[src/rtl/push_pwm_pkg.sv]
// Shared defaults for the push-rod / servo PWM generator.
package push_pwm_pkg;

  // 20 ms period at 50 MHz; a 20-bit count covers it.
  localparam int DEFAULT_PERIOD_CNT = 1_000_000;
  localparam int DEFAULT_CNT_W      = 20;

endpackage : push_pwm_pkg

[src/rtl/push_pwm_if.sv]
// Duty request and PWM output bundle between the arm controller and push_pwm.
interface push_pwm_if
  import push_pwm_pkg::*;
#(
  parameter int CNT_W = DEFAULT_CNT_W
) ();

  // No handshake: duty is a level the PWM samples once per period, and
  // pwm_wave is a continuous registered level that drives the pin.
  logic [CNT_W-1:0] duty;
  logic             pwm_wave;

  modport master (
    output duty,
    input  pwm_wave
  );

  modport slave (
    input  duty,
    output pwm_wave
  );

endinterface : push_pwm_if

[src/rtl/pwm_period_counter.sv]
// Free-running modulo-PERIOD_CNT counter with a strobe in the last cycle of each period.
module pwm_period_counter
  import push_pwm_pkg::*;
#(
  parameter int PERIOD_CNT = DEFAULT_PERIOD_CNT,
  parameter int CNT_W      = DEFAULT_CNT_W
) (
  input  logic             clk,
  input  logic             rst_n,
  output logic [CNT_W-1:0] cnt,
  output logic             wrap
);

  localparam logic [CNT_W-1:0] CNT_MAX = CNT_W'(PERIOD_CNT - 1);

  // wrap is high while cnt sits at its last value, i.e. on the edge that returns it to 0.
  assign wrap = (cnt == CNT_MAX);

  always_ff @(posedge clk or negedge rst_n) begin
    if (!rst_n) begin
      cnt <= '0;
    end else if (wrap) begin
      cnt <= '0;
    end else begin
      cnt <= cnt + CNT_W'(1);
    end
  end

endmodule : pwm_period_counter

[src/rtl/push_pwm.sv]
// Fixed-period PWM: duty is shadowed at each period boundary and compared against the period count.
module push_pwm
  import push_pwm_pkg::*;
#(
  parameter int PERIOD_CNT = DEFAULT_PERIOD_CNT,
  parameter int CNT_W      = DEFAULT_CNT_W
) (
  input  logic       clk,
  input  logic       rst_n,
  push_pwm_if.slave  pwm
);

  logic [CNT_W-1:0] cnt;
  logic             wrap;
  logic [CNT_W-1:0] duty_q;
  logic             pwm_q;

  pwm_period_counter #(
    .PERIOD_CNT (PERIOD_CNT),
    .CNT_W      (CNT_W)
  ) u_counter (
    .clk   (clk),
    .rst_n (rst_n),
    .cnt   (cnt),
    .wrap  (wrap)
  );

  // Only the duty present in the last cycle of a period is used, so mid-period
  // changes cannot create a runt pulse.
  always_ff @(posedge clk or negedge rst_n) begin
    if (!rst_n) begin
      duty_q <= '0;
    end else if (wrap) begin
      duty_q <= pwm.duty;
    end
  end

  // cnt never exceeds PERIOD_CNT-1, so any duty_q >= PERIOD_CNT gives a solid
  // high level across the wrap without extra saturation logic.
  always_ff @(posedge clk or negedge rst_n) begin
    if (!rst_n) begin
      pwm_q <= 1'b0;
    end else begin
      pwm_q <= (cnt < duty_q);
    end
  end

  assign pwm.pwm_wave = pwm_q;

endmodule : push_pwm

[src/flat_wrapper.sv]
// flat-port wrapper written by rule: the top's interface ports become plain ports
module push_pwm_flat import push_pwm_pkg::*;
#(
  parameter int PERIOD_CNT = DEFAULT_PERIOD_CNT,
  parameter int CNT_W      = DEFAULT_CNT_W
)
  (clk, rst_n, pwm_duty, pwm_pwm_wave);
  push_pwm_if #(.CNT_W(CNT_W)) pwm_i ();
  input  logic clk;
  input  logic rst_n;
  input wire logic [$bits(pwm_i.duty)-1:0] pwm_duty;
  output wire logic [$bits(pwm_i.pwm_wave)-1:0] pwm_pwm_wave;
  assign pwm_i.duty = pwm_duty;
  assign pwm_pwm_wave = pwm_i.pwm_wave;
  push_pwm #(.PERIOD_CNT(PERIOD_CNT), .CNT_W(CNT_W)) u_core (.clk(clk), .rst_n(rst_n), .pwm(pwm_i));
endmodule
[config.mk]
export PLATFORM = sky130hd
export DESIGN_NAME = push_pwm_flat
export DESIGN_NICKNAME = d
export VERILOG_FILES = /design/src/rtl/push_pwm_pkg.sv /design/src/rtl/push_pwm_if.sv /design/src/rtl/pwm_period_counter.sv /design/src/rtl/push_pwm.sv /design/src/flat_wrapper.sv
export SDC_FILE = /design/constraint.sdc
export NUM_CORES = 1
export LEC_CHECK = 0
export ABC_AREA = 1
export ABC_CLOCK_PERIOD_IN_PS = 2510
export BUFFER_PORTS_ARGS = -buffer_cell sky130_fd_sc_hd__clkbuf_2
export CORE_AREA = 3 3 73 75
export DETAILED_ROUTE_END_ITERATION = 12
export DIE_AREA = 0 0 76 78
export PLACE_DENSITY = 0.72
export SLEW_MARGIN = 20
export SYNTH_ARGS = -nofsm -noshare
export SYNTH_HDL_FRONTEND = slang
export SYNTH_SLANG_ARGS = --single-unit
[constraint.sdc]
create_clock -name clk -period 2.51 [get_ports clk]
set_clock_uncertainty 0.05 [all_clocks]
set_input_delay 0.1255 -clock clk [delete_from_list [all_inputs] [get_ports clk]]
set_output_delay 0.1255 -clock clk [all_outputs]
set_load 0.1 [all_outputs]
==> results.ini <==
[cts]
insertion_delay_ns = 0.30
cts_root_buf = clkbuf_8
cts.htree.levels = 2
clk_pin_slew_ns = 0.08
cts_tree = done
cts_resized = 0
cts.sink_count = 41
cts_buffers = 5
cts.path.max_buffers = 2

[timing]
slew_viol_final = 0
fin_crit_ns = 1.72
rsz0062_at_grt = no
fin_setup_tns_ns = 0
worstMarginPinSlew_ns = 0.899
max_freq_mhz = 580
timing.slew.headroom_pct = 40.0
finalCritPeriodShare_pct = 68.7
hold_viol = 0
finalSetupViolCount = 0

[setup_path]
endpoint = u_core.u_counter.cnt[3]$_DFF_PN0_
arrival_ns = 1.86
slowest_stage = dfrtp_1
start_kind = flip-flop
r2r_cells = 8
rrSetupSlack_ns = 0.79
crit_start = u_core.u_counter.cnt[0]$_DFF_PN0_
required_ns = 2.64
worstPathMaxFanout = 23
r2r-end = u_core.u_counter.cnt[3]$_DFF_PN0_
crit_chain = ha_1 -> nand2_1 -> inv_2 -> nand2_2 -> nor2_4 -> nand3_4 -> nand3_1 -> inv_1
rr_startpoint = u_core.u_counter.cnt[0]$_DFF_PN0_
endpoint_kind = flip-flop
cpPeakStageDelay_ns = 0.39
critPathKind = reg -> reg

[drt]
drt_wl_total_mm = 5.48
drcViolationCount = 0
avgViaCountPerCell = 4.98
routed-via-count = 2137
initialDrtViolationCount = 140
wl_per_cell_um = 12.8
dr.pass1.iters = 5
ant_nets = 0

[place]
postPlaceCellArea_um2 = 2700
gp_congestion = 0.936
hpwl_mm = 4.20
io_buffers = 22

[synthesis]
ys_warn_count = 0
ys_seq_area_share_pct = 40.3
synth-seq-cells = 41
syn_nets = 379
syn_inst = 337
synth_cell_types = 25
syn_avg_cell_area_um2 = 7.55
yosys.area.top_type_share_pct = 40.3
synthTopCellsByArea = dfrtp_1 40%, nand2_1 15%, ha_1 9.8%
synth_area_leader_cell = dfrtp_1
synth_area_um2 = 2540

[die]
core_area_um2 = 4720
io_pins = 23
fp.dieH_um = 78
start_util_pct = 53.9
fp-row-count = 25
die-area_um2 = 5930
die_w_um = 76

[cells_and_area]
layout_commonest_cell = nand2_1
syn2layout_area_growth_pct = 9.83
n_antenna_cell = 0
drive_above_1_share_pct = 11.3
final_cell_mix = 102 x nand2_1, 51 x inv_1, 41 x nor2_1, 41 x dfrtp_1, 29 x nand4_1
postLayoutCellArea_um2 = 2800
fin_nets = 404

[pwr]
peakVddDrop_mv = 0.224
power-per-cell-area_nw_per_um2 = 403
p_leak_nw = 1.61
finalPower_mw = 1.13

[global_routing]
grt.overflow.total = 0
antenna_found_initial = 0
grt_max_degree = 42
grt_pass1_vias = 2205
grt_pass1_wl_mm = 9.94
track_usage_pct = 21.1

[run]
cap_violations = 0

[min_path]
hold_path_class = in -> reg

[status]
status = completed

where the power goes:
| group | leakage [nW] | internal, mW | switching, mW |
|---|---|---|---|
| sequential | 0.449 | 0.660 | 0 |
| clock | 0.0443 | 0.218 | 0.218 |
| combinational | 1.12 | 0.0123 | 0.0168 |
| total | 1.61 | 0.891 | 0.235 |
per-layer routing:
metal / track usage, % / share of wire (%)
met4: 7.61 / 2.5
met2: 36.6 / 47
met1: 26.3 / 45
met5: 0 / 0
met3: 4.18 / 4.9
synth_stat cells:
cell type  number
a21o_1          1
nand3b_1        1
clkbuf_4        1
buf_4           3
nor2_4          2
a21oi_1         7
buf_2           2
o21ai_0         2
or2_2           1
nand3_2         1
nor2_2          1
inv_1          51
nand3_1         9
ha_1           20
inv_2           3
nand3_4         1
nor2_1         41
clkinv_1        1
buf_6           2
nand4_1        29
dfrtp_1        41
xor2_1         10
nand2_1       102
nand2_2         1
nor3_1          4
cell families (layout without fill, tap and decap cells):
group | Yosys count | count (layout) | share of synthesized area, %
AO/OA/AOI/OAI | 10 | 10 | 2.06
XOR/XNOR | 10 | 10 | 3.44
adder cells (fa/ha/maj) | 20 | 20 | 9.83
buffers and inverters | 63 | 88 | 10.6
flip-flops | 41 | 41 | 40.3
AND/OR/NAND/NOR | 193 | 193 | 33.8
worst max-delay path, delay by kind of cell (launching register included):
kind                       cells  cell delay (ns)
DFF                            1             0.39
and+or+nand+nor                5             0.90
adders and majority gates      1             0.18
buffers and inverters          2             0.12
through the flow:
stage	utilization, %	setup WS [ns]	cells	hold slack [ns]
detailed placement	57.1	0.783	421	0.302
CTS	59.2	0.759	429	0.00965
global route	59.2	0.602	429	0.0106
finish	59.2	0.785	429	0.0128
floorplan	-	1.11	337	-0.220
global placement	57.1	0.827	421	0.295
timing repair:
action                                 in CTS  in global routing
buffers inserted                            0                  0
hold buffers                                1                  0
endpoints found under the hold margin      41                  0
worst min-delay path by stage:
stage	startpoint	endpoint	cells past startpoint
5_1_grt	pwm_duty[6]	u_core.duty_q[6]$_DFFE_PN0N_	3
3_5_place_dp	rst_n	u_core.duty_q[13]$_DFFE_PN0N_	1
4_1_cts	pwm_duty[7]	u_core.duty_q[7]$_DFFE_PN0N_	3
6_report	pwm_duty[10]	u_core.duty_q[10]$_DFFE_PN0N_	3
2_1_floorplan	rst_n	u_core.duty_q[0]$_DFFE_PN0N_	0
3_3_place_gp	rst_n	u_core.duty_q[12]$_DFFE_PN0N_	1
state kept, by name, indices dropped and copies added (netlist names):
register and cells:
u_core.pwm.pwm_wave 1, u_core.duty_q 20, u_core.u_counter.cnt 20
layout make-up:
class | instances | area [µm²]
clock buffer | 7 | 86.3
fill | 456 | 1930
inverter | 55 | 206
multi-input combinational | 233 | 1250
sequential | 41 | 1030
tap | 67 | 83.8
timing repair buffer | 26 | 143
Note: power is estimated with default switching activity, not from simulation.
